===== src/rtl/hex_rotate_ctrl.sv =====
// hex_rotate_ctrl: rotates four 2-bit glyph codes across HEX0..HEX3, advanced by a prescaled tick (RUN) or a step button (STOP).
module hex_rotate_ctrl #(
  parameter int TICK_DIV = 50000000
) (
  input  logic       CLOCK_50,
  input  logic       RESET,
  input  logic [9:0] SW,
  input  logic [1:0] KEY,
  output logic [6:0] HEX0,
  output logic [6:0] HEX1,
  output logic [6:0] HEX2,
  output logic [6:0] HEX3,
  output logic [9:0] LEDR
);
  localparam int CW = (TICK_DIV > 2) ? $clog2(TICK_DIV) : 1;
  typedef enum logic {STOP, RUN} state_t;
  state_t state;
  logic [1:0] sw1, sw2, key1, key2, key_prev, rdy, offset;
  logic [CW-1:0] cnt;
  logic [3:0][1:0] chars;
  logic [3:0][6:0] hex;
  logic adv_led, run, dir, tick, step_p, load_p, advance;
  function automatic logic [6:0] seg(input logic [1:0] c);
    return c == 2'd0 ? 7'b0100001 : c == 2'd1 ? 7'b0000110 : c == 2'd2 ? 7'b1111001 : 7'b1111111;
  endfunction
  assign run = sw2[1];
  assign dir = sw2[0];
  assign step_p = key_prev[0] & ~key2[0];
  assign load_p = key_prev[1] & ~key2[1];
  assign tick = state == RUN && cnt == CW'(TICK_DIV - 1);
  assign advance = state == RUN ? tick : step_p;
  assign {HEX3, HEX2, HEX1, HEX0} = hex;
  assign LEDR = {6'b0, adv_led, state == RUN, offset};
  // key_prev stays low until the synchronizer holds real samples, so a key held through reset never looks like a press
  always_ff @(posedge CLOCK_50 or posedge RESET) begin
    if (RESET) begin
      sw1 <= '0;
      sw2 <= '0;
      key1 <= '1;
      key2 <= '1;
      key_prev <= '0;
      rdy <= '0;
      state <= STOP;
      cnt <= '0;
      offset <= '0;
      chars <= '1;
      hex <= '1;
      adv_led <= 1'b0;
    end else begin
      sw1 <= SW[9:8];
      sw2 <= sw1;
      key1 <= KEY;
      key2 <= key1;
      rdy <= {rdy[0], 1'b1};
      key_prev <= key2 & {2{rdy[1]}};
      state <= run ? RUN : STOP;
      cnt <= (state == RUN && run && !tick) ? cnt + CW'(1) : '0;
      if (advance) offset <= dir ? offset - 2'd1 : offset + 2'd1;
      if (load_p) chars <= SW[7:0];
      adv_led <= advance;
      for (int k = 0; k < 4; k++) hex[k] <= seg(chars[2'(offset + 2'(k))]);
    end
  end
endmodule


===== config.mk =====
export PLATFORM = sky130hd
export DESIGN_NAME = hex_rotate_ctrl
export DESIGN_NICKNAME = d
export VERILOG_FILES = /design/src/rtl/hex_rotate_ctrl.sv
export SDC_FILE = /design/constraint.sdc
export NUM_CORES = 1
export LEC_CHECK = 0
export CORE_MARGIN = 2
export CORE_UTILIZATION = 40
export DETAILED_ROUTE_END_ITERATION = 12
export SYNTH_ARGS = -nofsm -noshare
export SYNTH_HDL_FRONTEND = slang
export SYNTH_SLANG_ARGS = --single-unit

===== constraint.sdc =====
create_clock -name CLOCK_50 -period 4.4 [get_ports CLOCK_50]
set_clock_uncertainty 0.2 [all_clocks]
set_input_delay 0.44 -clock CLOCK_50 [delete_from_list [all_inputs] [get_ports CLOCK_50]]
set_output_delay 0.44 -clock CLOCK_50 [all_outputs]
set_load 0.005 [all_outputs]

---- Word-level counts from Yosys, hierarchy flattened ----
Cells that the tools add are included.
operators by class
  add/sub/neg operators ................... 5
  order comparisons ....................... 4
  equality and inequality tests ........... 9
  muxes and demuxes ....................... 24
  bitwise operators ....................... 5
  reduce and logical (&&, ||, !) cells .... 8
operator list
  cell                                                 number
  two-way mux 7 bit                                    8
  adder 26 x 1 -> 26 bit (second input constant)       1
  == test 26 bit (second input constant)               1
  two-way mux 26 bit                                   1
  binary-select mux 2 bit (select 2 bit)               4
  < comparator 2 x 3 -> 1 bit (second input constant)  4
  two-way mux 3 bit                                    4
  two-way mux 2 bit                                    5
  == test 2 x 1 -> 1 bit (second input constant)       4
  == test 2 bit (second input constant)                4
  zero test 2 bit                                      4
  adder 2 bit (second input constant)                  2
  logical AND 1 bit                                    3
  adder 2 x 1 -> 2 bit (second input constant)         1
  AND 1 bit                                            2
  AND 2 bit                                            1
  two-way mux 1 bit                                    2
  inverter 1 bit                                       2
  subtractor 2 x 1 -> 2 bit (second input constant)    1
  zero test 1 bit                                      1
word-level totals
  flip-flop bits (word level) ............. 78
  bits of input ports ..................... 14
  output and inout port bits .............. 38
  logic and storage cells ................. 73

---- Longest topological paths before layout ----
Gate-level depths: netlist of run 1.
  depth after elaboration ................. 7
  mapped depth ............................ 6
  gate-level depth less buffers ........... 5

---- Worst setup path after synthesis of run 1 ----
OpenSTA, ideal clock, no wires.
  path type ............................... register to register
  start point ............................. register cnt[18]
  end point ............................... register offset[1]
  library setup time ...................... 68 ps
  arrival time ............................ 1846 ps
  required time ........................... 4132 ps
  slack ................................... 2285 ps
  stages on the path, launching flop included .. 5
  path buffers ............................ 0
  clock period less this slack ............ 2115 ps
  cells stage by stage .................... dfrtp_1 or4_1 or3_4 or4_1 nand3_1
between the ends
  cells in the longest elaborated chain, start to end .. 3
RTL lines
  what                    line  text
  from (decl)             19    logic [CW-1:0] cnt;
  from (signal assigned)  57    cnt <= (state == RUN && run && !tick) ? cnt + CW'(1) : '0;
  == test 26 bit          30    assign tick = state == RUN && cnt == CW'(TICK_DIV - 1);
  logical AND 1 bit       30
  two-way mux 1 bit       31    assign advance = state == RUN ? tick : step_p;
  to (signal assigned)    58    if (advance) offset <= dir ? offset - 2'd1 : offset + 2'd1;
  to (decl)               18    logic [1:0] sw1, sw2, key1, key2, key_prev, rdy, offset;
Every way passes these cells.
A chain may end at the register's enable or synchronous reset.

---- Final worst setup path of run 1 ----
  start point ............................. register cnt[18]
  end point ............................... register cnt[2]
between the ends
  cells in the longest elaborated chain, start to end .. 5
RTL lines
  what                line
  == test 26 bit      30
  logical AND 1 bit   30
  zero test 1 bit     57
  logical AND 1 bit   57
  two-way mux 26 bit  57
Every way passes these cells.

==> results of run 1 <==
==> cell families after synthesis <==
family,Yosys count
xor gates and xnor gates,15
and+or+nand+nor,94
other,2
muxes,16
AOI/OAI and AO/OA,30
buffers and inverters,36
DFF,62
adders and majority gates,1
==> cell type report <==
cell class,count,area (µm²)
fillers,673,3650
flip-flops and latches,62,1580
multi-input cells,163,1100
repair buffers,46,458
clock buffers,12,176
well taps,99,124
clock inverters,4,25.0
inverters,4,15.0
==> final timing paths <==
| path | startpoint | slack (ns) | end |
|---|---|---|---|
| max in group asynchronous | RESET | 2.77 | key2[0] |
| min in group asynchronous | RESET | 0.39 | offset[0] |
| worst max register to register | cnt[18] | 1.71 | cnt[2] |
| worst max-delay path | cnt[18] | 1.71 | cnt[2] |
| worst min register to register | rdy[0] | 0.15 | rdy[1] |
| worst min-delay path | rdy[0] | 0.15 | rdy[1] |
==> through the flow <==
step                power [W]  hold WS, ns
detailed placement    0.00122        0.136
floorplan             0.00102        0.131
finish                0.00169        0.148
global placement      0.00121        0.131
CTS                   0.00171        0.152
global route          0.00179        0.162
==> layer usage <==
layer	GRT usage [%]	vias to the layer above
met5	0	-
met1	20.7	951
met3	3.97	10
li1	-	948
met2	21.1	60
met4	6.24	0
==> state kept, by name, summed over array words and instances, names as in the netlist <==
signal    cells
sw1           2
HEX0          3
key_prev      2
HEX3          3
state         1
chars         8
rdy           2
key1          2
adv_led       1
HEX1          3
sw2           2
key2          2
offset        2
HEX2          3
cnt          26
==> where the power goes <==
group	internal (W)	switching [W]	total [W]
clock network	0.000270	0.000223	0.000493
logic	0.000297	0.000139	0.000436
registers	0.000697	0.0000684	0.000765
total	0.00126	0.000430	0.00169
==> Yosys cell counts (7+ instances only) <==
master,n
mux2_2,11
dfstp_2,24
or4_1,11
buf_4,27
xnor2_1,8
nand4_1,11
xor2_1,7
nand2_1,9
a21oi_1,14
o31ai_1,8
nor2_1,24
nand3_1,10
dfrtp_1,38
==> critical path, stage by stage (launching register included) <==
cell and delay [ns]:
dfrtp_1 0.43, or4_1 0.54, or3_4 0.40, o21bai_2 0.84
nor2_1 0.12
==> flow_summary.json, run 1 <==
{
  "status": "finished clean",
  "hold_viol": 0,
  "period_minus_slack_ns": 2.69,
  "num_rows": 31,
  "place_area_um2": 3280,
  "instances_no_fill": 390,
  "yosys_warnings": 0,
  "cts_tree": "done",
  "layout_setup_ws_ns": 1.71,
  "rr_worst_depth": 4,
  "die_y_um": 89.2,
  "io_buffers": 45,
  "met3_length_um": 305,
  "crit_fanout": 25,
  "n_antenna_cell": 0,
  "cts_resized": 0,
  "clock_latency_ns": 0.34,
  "area_growth_syn_to_layout_pct": 20.0,
  "synth_cell_types": 38,
  "start_util_pct": 40.7,
  "max_slew_margin_pct": 30.1,
  "h-tree-depth": 3,
  "dieArea_um2": 7950,
  "synthSimpleGateAreaFrac_pct": 18.1,
  "arrival_ns": 2.67,
  "synthAdderAreaFrac_pct": 0.431,
  "dr.max_layer_used": "met4",
  "grt_max_degree": 42,
  "syn-cell-area_um2": 2900,
  "synth_top_area_share_pct": 32.8,
  "clkTransAtPathRegs_ns": 0.07,
  "start_kind": "register",
  "cts_setup_buffers": 0,
  "coreArea_um2": 7140,
  "wire_per_inst_um": 13.8,
  "worst_slew_pin_slew_ns": 1.05,
  "leakage_nw": 1.34,
  "ys_ff_latch": 62,
  "path_class": "reg2reg",
  "dr.pass1.iters": 4,
  "clk_path_buf_depth": 2,
  "finalWirelength_mm": 5.36,
  "dp_hpwl_mm": 3.72,
  "hold_class": "reg2reg",
  "antenna_found_initial": 0,
  "most-common-layout-cells": "clkdlybuf4s50_1, dfrtp_1, dfstp_2, nor2_1, a21oi_1",
  "fin_crit_sh_pct": 61.1,
  "met1Wirelength_mm": 2.53,
  "drive_gt1_share_pct": 21.6,
  "syn_area_per_cell_um2": 11.3,
  "drv_cap": 0,
  "grt_use_total_pct": 14.6,
  "overflow": 0,
  "worst_setup_path_end_kind": "register",
  "tns_ns": 0,
  "fin_util_pct": 48.8,
  "dp.cells": 374,
  "cts_buffers": 9,
  "wl_met2_mm": 2.44,
  "ant_nets": 0,
  "via_count": 1969,
  "maxSlewViolCount": 0,
  "synth_top_family_by_area": "simple AND/OR/NAND/NOR gates",
  "synth.area.mux_share_pct": 7.72,
  "fin_area_um2": 3480,
  "dp_slack_ns": 1.71,
  "fmax_ghz": 0.372,
  "synth_compound_area_share_pct": 6.29,
  "vdd_drop_max_mv": 0.244,
  "grt_pass1_wl_mm": 8.72,
  "io_pins": 52,
  "viasPerCell": 5.05,
  "setup_viol": 0,
  "drt_iter0_drc": 122,
  "synth-edff-count": 0,
  "power_density_nw_per_um2": 486,
  "layout.nets": 301,
  "cts_hold_buffers": 0,
  "layout_commonest_cell": "clkdlybuf4s50_1",
  "grt_setup_unrepaired": "no",
  "root_buffer": "clkbuf_8",
  "drc": 0,
  "ys_seq_area_share_pct": 54.5,
  "synthFlopType": "dfrtp_1",
  "gp_congestion": 0.784,
  "synthCells": 256,
  "async_reset_ff_share_pct": 100,
  "die_w_um": 89.2,
  "hold_depth": 0,
  "cts_sinks": 62,
  "synth_xor_area_share_pct": 4.53,
  "synth_area_leader_cell": "dfrtp_1",
  "crit_required_ns": 4.38,
  "synth_area_leaders": "dfrtp_1, dfstp_2, buf_4",
  "grt_pass1_vias": 1812
}
(Power assumes the default switching activity.)
==> run 2: changes to the inputs <==
PLACE_DENSITY = 0.66   (was not set)
clock period = 2.4 ns   (was 4.4 ns; I/O delays follow)
==> flow_summary.json, run 2 (synthesized netlist as in run 1, its figures left out) <==
{
  "status": "finished clean",
  "crit_required_ns": 2.48,
  "hold_class": "in2async",
  "dp.cells": 376,
  "cp.depth": 4,
  "clkTransAtPathRegs_ns": 0.07,
  "finalWirelength_mm": 5.25,
  "cpMostUsedCell": "or4_1",
  "antenna_found_initial": 0,
  "h-tree-depth": 3,
  "instances_no_fill": 392,
  "start_util_pct": 40.7,
  "grt_use_total_pct": 15.2,
  "die_w_um": 89.2,
  "maxSlewViolCount": 0,
  "cts_hold_buffers": 0,
  "hold_viol": 0,
  "p_total_w": 0.00298,
  "setup_viol": 0,
  "dr.pass1.iters": 4,
  "crit_start": "cnt[18]",
  "gp_congestion": 0.804,
  "n_antenna_cell": 0,
  "largest_reg_flops": 26,
  "cts_buffers": 9,
  "arrival_ns": 2.31,
  "period_minus_slack_ns": 2.23,
  "dp_hpwl_mm": 3.62,
  "most-common-layout-cells": "clkdlybuf4s50_1, dfrtp_1, dfstp_2, nor2_1, a21oi_1",
  "drive_gt1_share_pct": 21.8,
  "worst_slew_pin_slew_ns": 0.663,
  "io_buffers": 45,
  "start_kind": "register",
  "grt_max_degree": 63,
  "reg.largest.list": "cnt (26), chars (8)",
  "cp_slowest_cell": "or4_1",
  "fillCellCount": 680,
  "cp.buffers_inverters": 0,
  "power_density_nw_per_um2": 854,
  "ant_nets": 0,
  "num_rows": 31,
  "via_count": 1995,
  "tns_ns": 0,
  "cts_setup_buffers": 0,
  "regMostFlops": "cnt",
  "dieArea_um2": 7950,
  "rrSetupSlack_ns": 0.17,
  "r2r_end": "offset[1]",
  "area_growth_syn_to_layout_pct": 20.2,
  "clock_latency_ns": 0.35,
  "cts_sinks": 62,
  "path_class": "reg2reg",
  "vdd_drop_max_mv": 0.462,
  "grt_pass1_vias": 1950,
  "critical_path.max_stage_delay_ns": 0.54,
  "crit_fanout": 6,
  "coreArea_um2": 7140,
  "cts_resized": 0,
  "layout.nets": 303,
  "cts_tree": "done",
  "cpLargestDelayFamily": "simple AND/OR/NAND/NOR gates",
  "io_pins": 52,
  "drt_iter0_drc": 126,
  "overflow": 0,
  "leakage_nw": 1.33,
  "worst_setup_path_end_kind": "register",
  "layout_commonest_cell": "clkdlybuf4s50_1",
  "die_y_um": 89.2,
  "grt_setup_unrepaired": "no",
  "rr_worst_depth": 4,
  "fmax_ghz": 0.448,
  "grt_pass1_wl_mm": 8.96,
  "wire_per_inst_um": 13.4,
  "dp_slack_ns": 0.192,
  "root_buffer": "clkbuf_8",
  "crit_chain": "or4_1 -> or3_4 -> or4_1 -> nand3_1",
  "r2r-start": "cnt[18]",
  "layout_setup_ws_ns": 0.169,
  "endpoint": "offset[1]",
  "viasPerCell": 5.09,
  "drc": 0,
  "clk_path_buf_depth": 2,
  "max_slew_margin_pct": 55.7,
  "drv_cap": 0,
  "fin_crit_sh_pct": 93.0
}
## run 2: area by class of cell
class                   instances  area (µm²)  area share [%]
clock buffers                  10         128            3.66
clock inverters                 6        38.8            1.11
inverters                       4        15.0           0.430
multi-input cells             163        1100            31.6
flip-flops and latches         62        1580            45.3
well taps                      99         124            3.55
repair buffers                 48         498            14.3
## run 2: metrics by stage
| step | area [µm²] | hold slack [ns] | util [%] |
|---|---|---|---|
| 2_1_floorplan | 2920 | 0.0445 | - |
| 3_3_place_gp | 3320 | 0.132 | 46.5 |
| 3_5_place_dp | 3320 | 0.142 | 46.5 |
| 4_1_cts | 3490 | 0.0819 | 48.9 |
| 5_1_grt | 3490 | 0.0787 | 48.9 |
| 6_report | 3490 | 0.0721 | 48.9 |
## run 2: layer usage
metal	GRT usage [%]	vias to the layer above	wire, µm
li1	-	946	-
met1	19.7	980	2360
met2	22.4	57	2470
met3	6.46	12	299
met4	6.51	0	123
met5	0	-	0
## run 2: where the power goes
part / leakage (nW) / total (W) / switching (W) / internal (W)
clock: 0.0820 / 0.000776 / 0.000406 / 0.000370
sequential: 0.757 / 0.00140 / 0.000127 / 0.00128
combinational: 0.490 / 0.000798 / 0.000249 / 0.000549
total: 1.33 / 0.00298 / 0.000782 / 0.00220
## run 2: worst min path at each step
| stage | from | to | slack [ns] | cells after the start |
|---|---|---|---|---|
| 3_3_place_gp | rdy[0] | rdy[1] | 0.13 | 0 |
| 3_5_place_dp | rdy[0] | rdy[1] | 0.14 | 0 |
| 2_1_floorplan | KEY[0] | key1[0] | 0.04 | 0 |
| 5_1_grt | KEY[1] | key1[1] | 0.08 | 1 |
| 4_1_cts | RESET | offset[0] | 0.08 | 3 |
| 6_report | RESET | cnt[23] | 0.07 | 3 |
## run 2: worst reg2reg max path, stage by stage, from the launching register on
cell	delay, ns
dfrtp_1	0.44
or4_1	0.54
or3_4	0.40
or4_1	0.51
nand3_1	0.08
==> run 3: changes to the inputs <==
CTS_BUF_LIST = sky130_fd_sc_hd__clkbuf_8   (was not set)
==> flow_summary.json, run 3 (synthesized netlist as in run 1, its figures left out) <==
{
  "clock_latency_ns": 0.35,
  "vdd_drop_max_mv": 0.461,
  "finalWirelength_mm": 5.26,
  "fin_util_pct": 48.9,
  "fillCellCount": 680,
  "coreArea_um2": 7140,
  "largest_reg_flops": 26,
  "grt_use_met1_pct": 19.7,
  "maxSlewViolCount": 0,
  "dieArea_um2": 7950,
  "crit_fanout": 6,
  "fmax_ghz": 0.448,
  "gp_congestion": 0.804,
  "clkTransAtPathRegs_ns": 0.07,
  "num_rows": 31,
  "cts_buffers": 9,
  "drc": 0,
  "area_growth_syn_to_layout_pct": 20.2,
  "grt_max_degree": 63,
  "cpMostUsedCell": "or4_1",
  "cts_hold_buffers": 0,
  "leakage_nw": 1.33,
  "root_buffer": "clkbuf_8",
  "arrival_ns": 2.31,
  "worst_setup_path_end_kind": "register",
  "io_buffers": 45,
  "multi_input_area_um2": 1100,
  "die_y_um": 89.2,
  "cp_slowest_cell": "or4_1",
  "grt_pass1_wl_mm": 8.96,
  "h-tree-depth": 3,
  "viasPerCell": 5.09,
  "met2_usage_pct": 22.4,
  "wire_per_inst_um": 13.4,
  "dp_slack_ns": 0.192,
  "layout_setup_ws_ns": 0.169,
  "cts_setup_buffers": 0,
  "most-common-layout-cells": "clkdlybuf4s50_1, dfrtp_1, dfstp_2, nor2_1, a21oi_1",
  "ant_nets": 0,
  "met3_usage_pct": 6.46,
  "cp.buffers_inverters": 0,
  "hold_class": "in2async",
  "cts_tree": "done",
  "die_w_um": 89.2,
  "clk_path_buf_depth": 2,
  "start_util_pct": 40.7,
  "grt_setup_unrepaired": "no",
  "regArea_um2": 1580,
  "worst_slew_pin_slew_ns": 0.671,
  "dp.cells": 376,
  "cts_sinks": 62,
  "overflow": 0,
  "tns_ns": 0,
  "critical_path.max_stage_delay_ns": 0.54,
  "cpLargestDelayFamily": "simple AND/OR/NAND/NOR gates",
  "busiest_layer": "met2",
  "layout.nets": 303,
  "n_antenna_cell": 0,
  "path_class": "reg2reg",
  "power_density_nw_per_um2": 853,
  "dp_hpwl_mm": 3.62,
  "io_pins": 52,
  "antenna_found_initial": 0,
  "layout_commonest_cell": "clkdlybuf4s50_1",
  "instances_no_fill": 392,
  "period_minus_slack_ns": 2.23,
  "start_kind": "register",
  "grt_pass1_vias": 1950,
  "via_count": 1997,
  "status": "finished clean",
  "regMostFlops": "cnt",
  "crit_required_ns": 2.48,
  "drt_iter0_drc": 126,
  "drive_gt1_share_pct": 21.8,
  "setup_viol": 0,
  "hold_viol": 0,
  "fin_crit_sh_pct": 92.9,
  "p_total_w": 0.00298,
  "max_slew_margin_pct": 55.2,
  "dr.pass1.iters": 4,
  "crit_chain": "or4_1 -> or3_4 -> or4_1 -> nand3_1",
  "reg.largest.list": "cnt (26), chars (8)",
  "grt_use_total_pct": 15.2,
  "drv_cap": 0,
  "cts_resized": 0
}
## run 3: metal layers
layer,wire [µm],vias up
met3,287,12
met5,0,-
met2,2460,55
li1,-,948
met1,2390,982
met4,121,0
## run 3: tightest hold or removal path, delay by kind of cell
kind	cells	cell delay (ns)
buf+inv	3	0.76
## run 3: area by class of cell
cell class | count | area share, %
sequential | 62 | 45.3
multi-input combinational | 163 | 31.6
timing repair buffer | 48 | 14.3
clock buffer | 9 | 3.55
tap | 99 | 3.55
clock inverter | 7 | 1.22
inverter | 4 | 0.430
## run 3: stage by stage
stage	cell area (µm²)	hold WS, ns
after global placement	3320	0.132
after CTS	3490	0.0813
final	3490	0.0718
after floorplan	2920	0.0445
after global routing	3490	0.0787
after detailed placement	3320	0.142
## run 3: path summary, 6_finish.rpt
path | from | endpoint | slack [ns] | cells after the start
max reg2reg | cnt[18] | offset[1] | 0.17 | 4
min | RESET | cnt[23] | 0.07 | 3
min in group CLOCK_50 | KEY[0] | key1[0] | 0.10 | 1
max | cnt[18] | offset[1] | 0.17 | 4
max in group asynchronous | RESET | key1[0] | 1.62 | 3
min reg2reg | key1[0] | key2[0] | 0.15 | 0
## run 3: where the power goes
| group | switching [W] | total [W] | internal [W] |
|---|---|---|---|
| combinational | 0.000249 | 0.000798 | 0.000549 |
| clock | 0.000406 | 0.000772 | 0.000365 |
| sequential | 0.000128 | 0.00141 | 0.00128 |
==> RTL edit 1 (flow settings as in run 3) <==
`TICK_DIV`: 50000000 -> 100000000.
--- a/src/rtl/hex_rotate_ctrl.sv
+++ b/src/rtl/hex_rotate_ctrl.sv
@@ -2,3 +2,3 @@
 module hex_rotate_ctrl #(
-  parameter int TICK_DIV = 50000000
+  parameter int TICK_DIV = 100000000
 ) (
Check against the original RTL: no difference found for any inputs over 10 cycles, from zero or initial values and one cycle with RESET high; that may be too few to reach the edited logic, so the function may still have changed.
==> RTL edit 1 against run 3 <==
  * Synthesized area increased by 2.1%
  * Sequential cell count rose by 1
  * Setup slack improved by 0.00097 ns
  * Final area rose by 2.6%
  * Sequential share of layout area decreased by 0.46 points
  * Cell count up 1.3%
  * Power rose by 11%
  * Die area up 2.0%
  * Critical path depth rose by 1
  * Core utilization rose by 0.74 points
  * Largest power group unchanged
  * First-iteration DRC count up 13%
  * Wire length down 2.0%
==> RTL edit 1: results (changes against run 3) <==
stage;metric;value;unit;change
synth;Area contributors post-synth;dfrtp_1, dfstp_2, buf_4;;
placed_design;gpl congestion;0.793;;-1.4%
global_routing;first-pass GRT wire length;9.14;mm;+1.9%
placed_design;Inst Count DP;381;;+1.3%
synth;library cells used by synthesis;44;;+16%
finish;fill count;690;;+1.5%
synth;Seq/Total Area, Yosys;54.2;%;-0.26 points
cts;Root Buffer;clkbuf_8;;
route;met2 wire length;2.35;mm;-4.6%
route;final WL;5.16;mm;-2.0%
route;Vias;1874;;-6.2%
global_routing;largest net degree at the start of global routing;64;;+1.6%
finish;biggest regs;cnt: 27 flops, chars: 8 flops;;
synth;Syn Area/Cell;11.4;sq um;+0.11%
global_routing;all-layer global routing usage;14.1;%;-1.1 points
power_and_ir_drop;VDD IR max;0.394;mV;-15%
critical_path;Worst EP arrival;2.23;ns;-0.08 ns
cts;Clock Tree Buf Depth;2;;unchanged
critical_path;crit path max fanout;19;;+13
finish;final non-filler cell total;397;;+1.3%
route;initial detailed-routing violation count;142;;+13%
finish;layout cell share with drive strength beyond 1;21.1;%;-0.70 points
placed_design;dpl hpwl;3.67;mm;+1.4%
route;M1 WL;2.44;mm;+2.1%
power_and_ir_drop;Leakage;1.44;nW;+7.8%
outcome;outcome;finished clean;;
sta;Slew @ Worst Pin;0.712;ns;+0.0412 ns
## RTL edit 1: cell count changes in the layout (fill, tap and decap cells not counted), sizes merged, moves of 7 or more
cell   delta
a21oi    -10
or4      -11
nand3    +10
o31ai     -8
nand2     +7
xor2     +11
nor2     +17
## RTL edit 1: cells by family (layout without fill, tap and decap cells)
logic type	Yosys count	count (layout)	share of synthesized area, %
simple gates	108	108	19.9
fa+ha+maj	1	1	0.422
flops	63	63	54.2
xor+xnor	24	24	7.09
other cells	2	7	0.253
mux	16	16	7.56
buf+inv	35	67	7.81
compound gates	12	12	2.75
## RTL edit 1: cell type report
cell class,instances,area share (%)
Sequential cell,63,44.9
Multi-Input combinational cell,168,31.9
Timing Repair Buffer,46,13.1
Clock buffer,10,3.84
Tap cell,99,3.46
Clock inverter,6,2.20
Inverter,5,0.524
## RTL edit 1: path summary, 6_finish.rpt
kind,startpoint,endpoint,slack [ns],cells after the start
min in group CLOCK_50,KEY[0],key1[0]$_DFF_PP1_,0.11,1
setup / recovery,cnt[8]$_DFF_PP0_,cnt[13]$_DFF_PP0_,0.17,5
hold reg to reg,key1[1]$_DFF_PP1_,key2[1]$_DFF_PP1_,0.15,0
setup reg to reg,cnt[8]$_DFF_PP0_,cnt[13]$_DFF_PP0_,0.17,5
max in group asynchronous,RESET,chars[7]$_DFFE_PP1P_,1.61,3
hold / removal,RESET,key_prev[1]$_DFF_PP0_,0.07,3
## RTL edit 1: per-layer routing
layer | vias up | global-route usage [%]
met5 | - | 0
met4 | 0 | 8.21
met3 | 10 | 3.02
met2 | 48 | 21.0
met1 | 900 | 19.1
li1 | 916 | -
## RTL edit 1: power by group through the flow
| stage | combinational [mW] | sequential (mW) | clock, mW |
|---|---|---|---|
| 6_report | 0.865 | 1.45 | 0.989 |
| 5_1_grt | 0.928 | 1.49 | 1.07 |
| 4_1_cts | 0.882 | 1.46 | 1.02 |
| 3_5_place_dp | 0.875 | 1.48 | 0 |
| 3_3_place_gp | 0.870 | 1.46 | 0 |
| 2_1_floorplan | 0.557 | 1.41 | 0 |
## RTL edit 1: metrics by stage
step                hold WS, ns  setup WS (ns)  util [%]  total power [mW]  area, sq um
finish                   0.0682          0.170      49.6              3.31         3580
floorplan                0.0445          0.430         -              1.97         2980
global route             0.0990         0.0171      49.6              3.49         3580
detailed placement        0.142          0.166      46.6              2.35         3360
global placement          0.135          0.184      46.6              2.33         3360
CTS                      0.0797          0.164      49.6              3.36         3580
## RTL edit 1: worst max-delay path: stages, from the launching register on
cell and delay (ns):
dfrtp_1 0.45, nand4bb_1 0.23, nor4_2 0.39, nand3_2 0.22, o21ai_4 0.49, nor2_1 0.11
==> RTL edit 2 (flow settings as in run 3) <==
Made on the original files. Reset style: synchronous (`RESET`), changed in one clocked block.
--- a/src/rtl/hex_rotate_ctrl.sv
+++ b/src/rtl/hex_rotate_ctrl.sv
@@ -34,3 +34,3 @@
   // key_prev stays low until the synchronizer holds real samples, so a key held through reset never looks like a press
-  always_ff @(posedge CLOCK_50 or posedge RESET) begin
+  always_ff @(posedge CLOCK_50) begin
     if (RESET) begin
Check against the original RTL: differs if RESET is asserted again (counterexample within 4 cycles, from zero or initial values and one cycle with RESET high); with RESET held inactive, the same outputs for 10 cycles.
==> RTL edit 2 against run 3 <==
  * Synthesized area is 5.4% lower
  * Setup slack better by 0.14 ns
  * Count of clock-buffer cells in the layout is 1 higher
  * Sequential cell count stayed put
  * Final area is 3.8% lower
  * Wire length is 0.36% lower
  * Largest cell class is now multi-input combinational cells
Power is not compared: it rests on default switching activity, and its combinational part moved more than twofold at a synthesized area within 25%.
==> RTL edit 2: results (changes against run 3) <==
stage;metric;value;unit;change
outcome;outcome;finished clean;;
sta;final hold slack;0.206;ns;+0.134 ns
global_routing;vias in the first global route;1899;;-2.6%
route;Vias;2078;;+4.1%
cts;Clock Tree Buf Depth;2;;unchanged
route;WL per Instance;12.9;um;-4.3%
synth;most common library cells after synthesis;dfxtp_1, buf_4, nand2_1;;
route;Initial DRT Pass Iterations;5;;+1
critical_path;reg2reg path depth;5;;+1
route;via/cell ratio;5.09;;about the same
synth;Seq/Total Area, Yosys;45.2;%;-9.3 points
critical_path;reg2reg start;cnt[0]$_SDFF_PP0_;;
finish;n_diodes;0;;unchanged
synth;Compound-Gate Fraction of Synth Area;7.34;%;+1.0 points
critical_path;RR Endpoint;cnt[20]$_SDFF_PP0_;;
finish;layout cell share with drive strength beyond 1;14.0;%;-7.8 points
finish;# nets final;338;;+12%
route;initial detailed-routing violation count;105;;-17%
cts;CTS Buf Count;9;;unchanged
synth;Post-Synth Adder-Cell Area;0.456;%;+0.025 points
synth;library cells used by synthesis;44;;+16%
worst_hold_path;hold path endpoint;key2[1]$_SDFF_PP1_;;
placed_design;Buffers on Ports;45;;unchanged
critical_path;CP max-delay cell;or4_1;;
synth;Yosys warnings;0;;unchanged
synth;mux contribution to synthesized area;8.80;%;+1.1 points
cts;Clk Latency, worst-skew pair;0.34;ns;
critical_path;Worst EP arrival;2.16;ns;-0.15 ns
critical_path;CP max stage delay;0.51;ns;-0.03 ns
placed_design;gpl congestion;0.775;;-3.6%
placed_design;Inst Count DP;392;;+4.3%
global_routing;first-pass GRT wire length;8.67;mm;-3.3%
cts;post-CTS sizing;0;;unchanged
critical_path;Reg2Reg Setup Slack;0.31;ns;+0.14 ns
finish;biggest regs;cnt: 26 flops, chars: 8 flops;;
placed_design;dpl hpwl;3.72;mm;+2.7%
synth;Async SR Flop Fraction;0;%;-100 points
power_and_ir_drop;VDD IR max;0.603;mV;
sta;Slew @ Worst Pin;0.528;ns;-0.143 ns
worst_hold_path;Hold Crit Class;flip-flop to flip-flop;;
critical_path;crit path max fanout;9;;+3
synth;Cells after Synth;289;;+13%
synth;Most used DFF post-synth;dfxtp_1;;
global_routing;all-layer global routing usage;14.8;%;-0.45 points
global_routing;largest net degree at the start of global routing;18;;-71%
cts;Root Buffer;clkbuf_8;;
synth;xor/xnor share of the synthesized area;3.83;%;-0.70 points
synth;Area contributors post-synth;dfxtp_1, buf_4, mux2i_1;;
==> RTL edit 2: cell count changes in the layout (fill, tap and decap cells not counted), sizes merged, moves of 6 or more <==
cell / before / now
dfrtp: 38 / 0
dfstp: 24 / 0
dfxtp: 0 / 62
mux2: 11 / 5
mux2i: 1 / 14
nand2: 9 / 22
nor2b: 1 / 7
or2: 2 / 10
==> RTL edit 2: stage by stage <==
step	setup slack, ns	cell area (sq um)	power [mW]
floorplan	0.489	2760	1.10
global placement	0.428	3120	1.13
detailed placement	0.357	3120	1.13
CTS	0.340	3360	2.17
global route	0.212	3360	2.23
finish	0.313	3360	2.15
==> RTL edit 2: final cells by class <==
class                      count  area [sq um]
clock buffer                  10           138
clock inverter                 6          93.8
fill                         634          3360
inverter                       8          30.0
multi-input combinational    190          1250
sequential                    62          1240
tap                           80           100
timing repair buffer          52           503
==> RTL edit 2: worst max-delay path by stage <==
stage	start	to	slack [ns]	cells past startpoint
after floorplan	offset[0]$_SDFFE_PP0P_	HEX1[0]$_SDFF_PP1_	0.49	4
after global placement	cnt[0]$_SDFF_PP0_	cnt[20]$_SDFF_PP0_	0.43	5
after detailed placement	cnt[0]$_SDFF_PP0_	cnt[20]$_SDFF_PP0_	0.36	5
after CTS	cnt[0]$_SDFF_PP0_	cnt[20]$_SDFF_PP0_	0.34	5
after global routing	cnt[0]$_SDFF_PP0_	cnt[20]$_SDFF_PP0_	0.21	5
final	cnt[0]$_SDFF_PP0_	cnt[20]$_SDFF_PP0_	0.31	5
==> RTL edit 2: report_power, final <==
| group | internal, mW | switching, mW | total, mW | leakage, nW |
|---|---|---|---|---|
| Sequential | 1.04 | 0.00492 | 1.05 | 0.503 |
| Combinational | 0.0377 | 0.0236 | 0.0613 | 0.522 |
| Clock | 0.620 | 0.420 | 1.04 | 0.113 |
==> RTL edit 2: per-layer routing <==
layer	vias to the layer above	wire length (um)	track usage (%)
li1	1058	-	-
met1	983	2400	17.8
met2	31	2610	23.7
met3	6	167	5.24
met4	0	74	6.53
met5	-	0	0
==> RTL edit 2: logic make-up after synthesis <==
family                     Yosys count
muxes                               21
AOI/OAI and AO/OA                   32
xor gates and xnor gates            12
DFF                                 62
other                                1
buffers and inverters               42
adders and majority gates            1
and+or+nand+nor                    118
